==> src/rtl/calendar_pkg.sv <==
// Shared definitions for the calendar setting front-end: field indices and
// the OFF/EDIT controller state type.
package calendar_pkg;

  localparam logic [2:0] FIELD_0    = 3'd0;
  localparam logic [2:0] FIELD_1    = 3'd1;
  localparam logic [2:0] FIELD_2    = 3'd2;
  localparam logic [2:0] FIELD_3    = 3'd3;
  localparam logic [2:0] FIELD_4    = 3'd4;
  localparam logic [2:0] FIELD_LAST = FIELD_4;

  typedef enum logic {
    ST_OFF,
    ST_EDIT
  } state_e;

  // Wraps after the last field so codes 5..7 can never appear.
  function automatic logic [2:0] next_field(input logic [2:0] f);
    return (f == FIELD_LAST) ? FIELD_0 : f + 3'd1;
  endfunction

endpackage

==> src/rtl/btn_debounce.sv <==
// Two-flop synchroniser plus stable-count debounce for one raw push-button.
// level follows the synchronised input after DB_CYCLES differing samples; rise pulses once per press.
module btn_debounce #(
  parameter int unsigned DB_CYCLES = 16
) (
  input  logic clk,
  input  logic rst_n,
  input  logic btn_raw,
  output logic level,
  output logic rise
);

  localparam int unsigned CW = $clog2(DB_CYCLES + 1);

  logic          sync1_q;
  logic          sync2_q;
  logic [CW-1:0] cnt_q;
  logic [CW-1:0] cnt_d;
  logic          level_q;
  logic          level_d;
  logic          level_dly_q;
  logic          rise_q;
  logic          rise_d;

  // Any cycle where the input agrees with the accepted level restarts the count.
  always_comb begin
    cnt_d   = '0;
    level_d = level_q;
    if (sync2_q != level_q) begin
      if (cnt_q == CW'(DB_CYCLES - 1)) begin
        level_d = sync2_q;
      end else begin
        cnt_d = cnt_q + 1'b1;
      end
    end
    rise_d = level_q & ~level_dly_q;
  end

  always_ff @(posedge clk or negedge rst_n) begin
    if (!rst_n) begin
      sync1_q     <= 1'b0;
      sync2_q     <= 1'b0;
      cnt_q       <= '0;
      level_q     <= 1'b0;
      level_dly_q <= 1'b0;
      rise_q      <= 1'b0;
    end else begin
      sync1_q     <= btn_raw;
      sync2_q     <= sync1_q;
      cnt_q       <= cnt_d;
      level_q     <= level_d;
      level_dly_q <= level_q;
      rise_q      <= rise_d;
    end
  end

  assign level = level_q;
  assign rise  = rise_q;

endmodule

==> src/rtl/mode_key_ctrl.sv <==
// Button front-end for the calendar setting path: debounced set/mode/key buttons
// driving an OFF/EDIT controller. Define MODE_KEY_AUTOREPEAT_EN for key auto-repeat.
module mode_key_ctrl
  import calendar_pkg::*;
#(
  parameter int unsigned DB_CYCLES     = 16,
  parameter int unsigned IDLE_CYCLES   = 1000,
  parameter int unsigned REPEAT_DELAY  = 500,
  parameter int unsigned REPEAT_PERIOD = 100
) (
  input  logic       clk,
  input  logic       rst_n,
  input  logic       set_btn,
  input  logic       mode_btn,
  input  logic       key_btn,
  output logic       key,
  output logic [2:0] mode,
  output logic       on_off
);

  localparam int unsigned IW = $clog2(IDLE_CYCLES + 1);

  logic set_ev;
  logic mode_ev;
  logic key_ev;
  logic key_lvl;
  logic set_lvl_unused;
  logic mode_lvl_unused;

  btn_debounce #(.DB_CYCLES(DB_CYCLES)) u_db_set (
    .clk(clk), .rst_n(rst_n), .btn_raw(set_btn), .level(set_lvl_unused), .rise(set_ev)
  );
  btn_debounce #(.DB_CYCLES(DB_CYCLES)) u_db_mode (
    .clk(clk), .rst_n(rst_n), .btn_raw(mode_btn), .level(mode_lvl_unused), .rise(mode_ev)
  );
  btn_debounce #(.DB_CYCLES(DB_CYCLES)) u_db_key (
    .clk(clk), .rst_n(rst_n), .btn_raw(key_btn), .level(key_lvl), .rise(key_ev)
  );

  state_e        state_q;
  state_e        state_d;
  logic [2:0]    mode_q;
  logic [2:0]    mode_d;
  logic          key_q;
  logic          key_d;
  logic [IW-1:0] idle_q;
  logic [IW-1:0] idle_d;
  logic          key_accept;
  logic          rpt_stop;
  logic          rpt_fire;

  // Priority set > mode > key > repeat > idle timeout; a lower event in the same cycle is dropped.
  always_comb begin
    state_d    = state_q;
    mode_d     = mode_q;
    key_d      = 1'b0;
    idle_d     = idle_q;
    key_accept = 1'b0;
    rpt_stop   = 1'b0;
    case (state_q)
      ST_OFF: begin
        idle_d   = '0;
        rpt_stop = 1'b1;
        if (set_ev) begin
          state_d = ST_EDIT;
          mode_d  = FIELD_0;
        end
      end
      ST_EDIT: begin
        if (set_ev) begin
          state_d  = ST_OFF;
          mode_d   = FIELD_0;
          idle_d   = '0;
          rpt_stop = 1'b1;
        end else if (mode_ev) begin
          mode_d   = next_field(mode_q);
          idle_d   = '0;
          rpt_stop = 1'b1;
        end else if (key_ev) begin
          key_d      = 1'b1;
          idle_d     = '0;
          key_accept = 1'b1;
        end else if (rpt_fire) begin
          key_d  = 1'b1;
          idle_d = '0;
        end else if (idle_q == IW'(IDLE_CYCLES - 1)) begin
          state_d  = ST_OFF;
          mode_d   = FIELD_0;
          idle_d   = '0;
          rpt_stop = 1'b1;
        end else begin
          idle_d = idle_q + 1'b1;
        end
      end
      default: begin
        state_d = ST_OFF;
        mode_d  = FIELD_0;
        idle_d  = '0;
      end
    endcase
  end

  always_ff @(posedge clk or negedge rst_n) begin
    if (!rst_n) begin
      state_q <= ST_OFF;
      mode_q  <= FIELD_0;
      key_q   <= 1'b0;
      idle_q  <= '0;
    end else begin
      state_q <= state_d;
      mode_q  <= mode_d;
      key_q   <= key_d;
      idle_q  <= idle_d;
    end
  end

`ifdef MODE_KEY_AUTOREPEAT_EN
  localparam int unsigned RPT_MAX = (REPEAT_DELAY > REPEAT_PERIOD) ? REPEAT_DELAY : REPEAT_PERIOD;
  localparam int unsigned RW      = $clog2(RPT_MAX + 1);

  logic          rpt_on_q;
  logic          rpt_on_d;
  logic [RW-1:0] rpt_cnt_q;
  logic [RW-1:0] rpt_cnt_d;

  always_comb begin
    rpt_fire = rpt_on_q & key_lvl & (rpt_cnt_q == '0) & (state_q == ST_EDIT);
  end

  // Down-counter: loaded with DELAY-1 at the press pulse, reloaded with PERIOD-1 on each repeat.
  always_comb begin
    rpt_on_d  = rpt_on_q;
    rpt_cnt_d = rpt_cnt_q;
    if (rpt_on_q) begin
      rpt_cnt_d = (rpt_cnt_q == '0) ? RW'(REPEAT_PERIOD - 1) : rpt_cnt_q - 1'b1;
    end
    if (key_accept) begin
      rpt_on_d  = 1'b1;
      rpt_cnt_d = RW'(REPEAT_DELAY - 1);
    end
    if (rpt_stop || !key_lvl) begin
      rpt_on_d = 1'b0;
    end
  end

  always_ff @(posedge clk or negedge rst_n) begin
    if (!rst_n) begin
      rpt_on_q  <= 1'b0;
      rpt_cnt_q <= '0;
    end else begin
      rpt_on_q  <= rpt_on_d;
      rpt_cnt_q <= rpt_cnt_d;
    end
  end
`else
  localparam int unsigned RPT_CFG_UNUSED = REPEAT_DELAY + REPEAT_PERIOD;
  logic key_lvl_unused;
  logic rpt_stop_unused;
  logic key_accept_unused;

  always_comb begin
    rpt_fire          = 1'b0;
    key_lvl_unused    = key_lvl;
    rpt_stop_unused   = rpt_stop;
    key_accept_unused = key_accept;
  end
`endif

  assign key    = key_q;
  assign mode   = mode_q;
  assign on_off = (state_q == ST_EDIT);

endmodule

==> config.mk <==
export PLATFORM = sky130hd
export DESIGN_NAME = mode_key_ctrl
export DESIGN_NICKNAME = d
export VERILOG_FILES = /design/src/rtl/calendar_pkg.sv /design/src/rtl/btn_debounce.sv /design/src/rtl/mode_key_ctrl.sv
export SDC_FILE = /design/constraint.sdc
export NUM_CORES = 1
export LEC_CHECK = 0
export CAP_MARGIN = 10
export CORE_MARGIN = 2
export CORE_UTILIZATION = 25
export DETAILED_ROUTE_END_ITERATION = 16
export PLACE_DENSITY = 0.38
export SETUP_SLACK_MARGIN = 0.1
export SYNTH_ARGS = -nofsm -noshare
export SYNTH_HDL_FRONTEND = slang
export SYNTH_SLANG_ARGS = --single-unit
==> constraint.sdc <==
create_clock -name clk -period 1.3 [get_ports clk]
set_input_delay 0.13 -clock clk [delete_from_list [all_inputs] [get_ports clk]]
set_output_delay 0.13 -clock clk [all_outputs]
set_load 0.05 [all_outputs]
==> After elaboration in Yosys (flattened, before gate mapping) <==
Index checks and enable logic that the tools add are counted.
{ "word_totals": {"regBits": 45, "input_bits": 5, "output_inout_bits": 5, "wordCells": 77} }
{ "classes": {"add_sub_neg": 5, "n_eq_ne": 11, "mux": 28, "n_bitwise": 7, "reduce_logical": 4} }
{ "ops": {"columns": ["op", "n"], "rows": [
  ["$mux W10", 4],
  ["$mux W5", 6],
  ["$pmux W10 S2", 1],
  ["$mux W3", 6],
  ["$add A5 B1 Y5 const B", 3],
  ["$eq A5 B4 Y1 const B", 3],
  ["$add A10 B1 Y10 const B", 1],
  ["$eq A10 B10 Y1 const B", 1],
  ["$mux W1", 9],
  ["$pmux W3 S2", 1],
  ["$reduce_and A2 Y1", 3],
  ["$ne A4 B1 Y1 const B", 1],
  ["$ne A4 B4 Y1 const B", 1],
  ["$not A1 Y1", 4],
  ["$add A3 B1 Y3 const B", 1],
  ["$and A1 B1 Y1", 3],
  ["$eq A3 B3 Y1 const B", 1],
  ["$ne A1 B1 Y1", 3],
  ["$reduce_and A3 Y1", 1],
  ["$ne A2 B1 Y1 const B", 1],
  ["$pmux W1 S2", 1]
]} }

==> Logic depth before layout (Yosys ltp) <==
Gate-level depths: netlist of the first run.
{ "depth": {"depth_word": 6, "mapped_depth": 5, "ltp_nobuf": 5} }

==> Hierarchy <==
A second synthesis of the first run with hierarchy kept.
{ "unflattened": {"hier_cells": 150, "area_unflattened_um2": 1834.3} }
{ "modules_own_cells": {"columns": ["mod", "instances", "cells_each", "area_per_inst_um2"], "rows": [
  ["btn_debounce", 3, 26, 365.4],
  ["mode_key_ctrl", 1, 72, 738.2]
]} }

==> Least setup slack after synthesis of the first run <==
Ideal clock, no wire load.
{ "synth_path": {"path_type": "flip-flop to flip-flop", "startpoint": "reg state_q, in the netlist on_off", "endpoint": "reg idle_q[3]", "setup_ns": 0.072, "t_arrival_ns": 1.365, "slack_ns": -0.137, "path_stages_with_launch": 5, "synth_period_minus_slack_ns": 1.437, "cell_sequence": "dfrtp_1 and2b_1 nand2_1 o21bai_1 nor2_1"} }
{ "synth_via": {"elab_chain_len": 2} }
{ "synth_rtl": {"columns": ["element", "line", "rtl"], "rows": [
  ["start: declaration", "mode_key_ctrl.sv:40", "state_e state_q;"],
  ["start signal: assignment", "mode_key_ctrl.sv:110", "state_q <= state_d;"],
  ["$not A1 Y1", "mode_key_ctrl.sv:60", "case (state_q)"],
  ["$pmux W10 S2 *", "mode_key_ctrl.sv:60", null],
  ["net idle_d[3]", "mode_key_ctrl.sv:47", "logic [IW-1:0] idle_d;"],
  ["end signal: assignment", "mode_key_ctrl.sv:113", "idle_q <= idle_d;"],
  ["end: declaration", "mode_key_ctrl.sv:46", "logic [IW-1:0] idle_q;"]
]} }
Mark *: on every way through the listed nets, which the timed path passes. The rest lies on a longest branch.
A chain may end at the register's enable or synchronous reset.

==> Final worst setup path of the first run <==
{ "layout_path": {"startpoint": "reg idle_q[4]", "endpoint": "reg idle_q[7]"} }
{ "layout_via": {"elab_chain_len": 6, "elab_cells_between_ends": 7, "cone_classes": "add/sub: 1; eq/ne: 1; mux: 5"} }
{ "layout_rtl": {"columns": ["element", "line", "rtl"], "rows": [
  ["$add A10 B1 Y10 or $eq A10 B10 Y1 (tied branches)", "mode_key_ctrl.sv:92, mode_key_ctrl.sv:86", null],
  ["$mux W10 *", "mode_key_ctrl.sv:86", "end else if (idle_q == IW'(IDLE_CYCLES - 1)) begin"],
  ["$mux W10 *", "mode_key_ctrl.sv:79", "end else if (key_ev) begin"],
  ["$mux W10 *", "mode_key_ctrl.sv:75", "end else if (mode_ev) begin"],
  ["$mux W10 *", "mode_key_ctrl.sv:70", "if (set_ev) begin"],
  ["$pmux W10 S2 *", "mode_key_ctrl.sv:60", null],
  ["net idle_d[7]", "mode_key_ctrl.sv:47", null]
]} }
Marked as above.

==> run metrics, run 1 <==
Slew @ Worst Pin 0.3542 ns; # rows 31; htree depth 2; Max-cap violations 0; fin. max-slew vios 0; clock latency on the worst-skew pair 0.30 ns; Area growth, synth to finish 39.58%; clock sinks 45; worst path arrival time 1.60 ns; M1 GR Usage 10.96%; Net count, final 219; Most Used Layer, Global Route met2; post-synthesis register bit count 45; area of the mapped netlist 0.001856 mm2; crit path launch idle_q[4]; WP depth 5; effective utilization at floorplan 25.72%; Critical Path RT 1.48 ns; Syn Inst Count 159; origin of the critical flop-to-flop path idle_q[4]; Cell Pwr Density 965.1 mW/mm2; DP Area 0.002302 mm2; synthesized area per cell 11.67 um2; Setup Viol. Count Final 13; RSZ-0062 raised after global routing true; Antenna diodes 0; Final Hold Viols 0; FF-to-FF End idle_q[7]; most common cell after layout, fill and taps aside dfrtp_1; 1st-pass router iterations 4; post-synth cell types 33; wire per inst 11.66 um; WS Path Type flop to flop; Hold Path Depth 1; Root Driver clkbuf_8; crit path to idle_q[7]; IR drop worst, VDD 406.0 uV; slowest stage delay, CP 0.40 ns; area leader, netlist dfrtp_1; Core Area 0.007214 mm2; DR DRC count 0; chip width 90.15 um; GR Util met2 15.85%; Via Count 1298; antenna violations before repair 0; I/O pins 10; relative slew slack 76.32%; Tcrit/Tclk final 109.2%; CP Cell Sequence and4bb_1, nand3_4, buf_6, o211ai_1, a31oi_1; Leak 0.001175 uW; sequential-to-total area share from yosys stat 60.69%; final wirelength 3.591 mm; Net Count, Synth 170; final worst clock skew 0.005310 ns; grt ovf 0; met3 Use GR 2.766%; clock slew at reported path FFs 0.09 ns; share of cells above drive strength 1 35.89%; CTS tree yes; global-route wire length before repair 6.299 mm; CP max-delay cell dfrtp_1; status complete, but fails checks; reg2reg setup slack -0.12 ns; number of CTS-inserted buffers 5; Total Routing Usage GR 9.489%; synth warn 0; number of global-route vias before repair 1415; port bufs 9; die height 90.15 um; Worst Reg-to-Reg Cells 5; GP Congestion 0.6942; Synth top area share 60.69%; most frequent cells in the layout dfrtp_1, buf_4, nor2_1, xor2_1, inv_1; worst setup margin -0.1200 ns; startpoint types flop; Clock Path Buffers 2; minimum clock period 1.420 ns; post-route cell area 0.002590 mm2; die area 0.008127 mm2; DP HPWL 2.318 mm; Vias/cell 4.214; Starting DRT DRC Count 37; hold crit path type primary input to flop; delay-heaviest family, CP simple AND/OR/NAND/NOR gates; largest net degree at the start of global routing 46; total power 2500 uW; DRT antenna net count 0; ranking of synthesized cells by area dfrtp_1, xor2_1, ha_1; crit-path max FO 4; Fmax 0.7042 GHz; failing checks setup timing; Critical Path End Type flop; Buf/Inv on CP 1
worst min-delay path by stage:
| stage | startpoint | to | slack, ns |
|---|---|---|---|
| 6_report | mode_btn | u_db_mode.sync1_q | 0.26 |
| 5_1_grt | mode_btn | u_db_mode.sync1_q | 0.25 |
| 2_1_floorplan | rst_n | idle_q[0] | -0.17 |
| 3_3_place_gp | rst_n | idle_q[8] | 0.12 |
| 4_1_cts | mode_btn | u_db_mode.sync1_q | 0.24 |
| 3_5_place_dp | rst_n | idle_q[8] | 0.13 |
cells in the mapped netlist (all sizes together):
cell type / n
o31a: 1
a21oi: 3
mux2: 3
nand3: 15
nand2: 9
and2: 3
nor2b: 3
o21bai: 1
nor3: 1
a31oi: 2
xnor2: 1
o22ai: 2
o41ai: 1
o211ai: 1
and3b: 1
or3b: 1
or3: 1
and2b: 1
and3: 4
xor2: 13
nor2: 20
nor4: 1
nand2b: 2
and4bb: 1
ha: 6
inv: 10
o21ai: 5
dfrtp: 45
nand4: 2
cell type report:
cell class | instances | area [um2]
Fill cell | 736 | 4624
Sequential cell | 45 | 1132
Multi-Input combinational cell | 104 | 795.8
Timing Repair Buffer | 42 | 409.1
Tap cell | 99 | 123.9
Clock buffer | 5 | 68.82
Inverter | 10 | 37.54
Clock inverter | 3 | 22.52
power breakdown:
| group | switching (uW) | leakage [uW] | internal, uW |
|---|---|---|---|
| Combinational | 77.9 | 0.000528 | 85.7 |
| Sequential | 23.9 | 0.000599 | 1430 |
| Clock | 498 | 0.0000481 | 382 |
| Total | 600 | 0.00118 | 1900 |
stage by stage:
step	setup WS (ns)	hold WS, ns	cells	TNS, ns	utilization [%]
after floorplan	-0.03549	-0.1656	159	-0.08235	-
after global routing	-0.2077	0.2484	308	-2.087	35.90
after detailed placement	-0.1340	0.1297	284	-0.4504	31.91
after global placement	-0.05540	0.1218	284	-0.1871	31.91
after CTS	-0.1298	0.2439	301	-0.7490	34.96
final	-0.1200	0.2568	308	-1.156	35.90
worst register-to-register path, stage by stage (launching register included):
cell and delay, ns:
dfrtp_1 0.40, and4bb_1 0.32, nand3_4 0.11, buf_6 0.15, o211ai_1 0.20, a31oi_1 0.12
timing repair:
item	4_1_cts	5_1_grt
hold endpoints to repair	45	0
setup endpoints to repair	20	25
gates cloned	0	0
pin swaps	14	12
gates resized for setup	16	6
hold buffers	1	0
buffers inserted	8	7
per-layer routing:
metal / routed length [um] / part of all wire, %
met5: 0 / 0
met4: 82 / 2.3
met3: 97 / 2.7
met2: 1821 / 51
met1: 1590 / 44
flip-flops by register name (all words and copies together), names as in the netlist, 3 cells and up:
signal,flops
mode,3
u_db_key.cnt_q,5
idle_q,10
u_db_set.cnt_q,5
u_db_mode.cnt_q,5
kinds of logic (layout without fill, tap and decap cells):
group / after synthesis / count (layout) / synth area share, %
compound gates: 16 / 16 / 5.259
xor+xnor: 14 / 14 / 6.608
fa+ha+maj: 6 / 6 / 4.046
buf+inv: 10 / 60 / 2.023
flops: 45 / 45 / 60.69
mux: 3 / 3 / 1.821
simple gates: 65 / 65 / 19.56
Power figures use the tool's default switching activity.
==> run 2: changes to the inputs <==
--- a/config.mk
+++ b/config.mk
@@ -11,6 +11,7 @@
 export DETAILED_ROUTE_END_ITERATION = 16
 export PLACE_DENSITY = 0.38
 export SETUP_SLACK_MARGIN = 0.1
+export SLEW_MARGIN = 20
 export SYNTH_ARGS = -nofsm -noshare
 export SYNTH_HDL_FRONTEND = slang
 export SYNTH_SLANG_ARGS = --single-unit
==> results of run 2 <==
Final layout, timing and power as in run 1 (identical DEF).
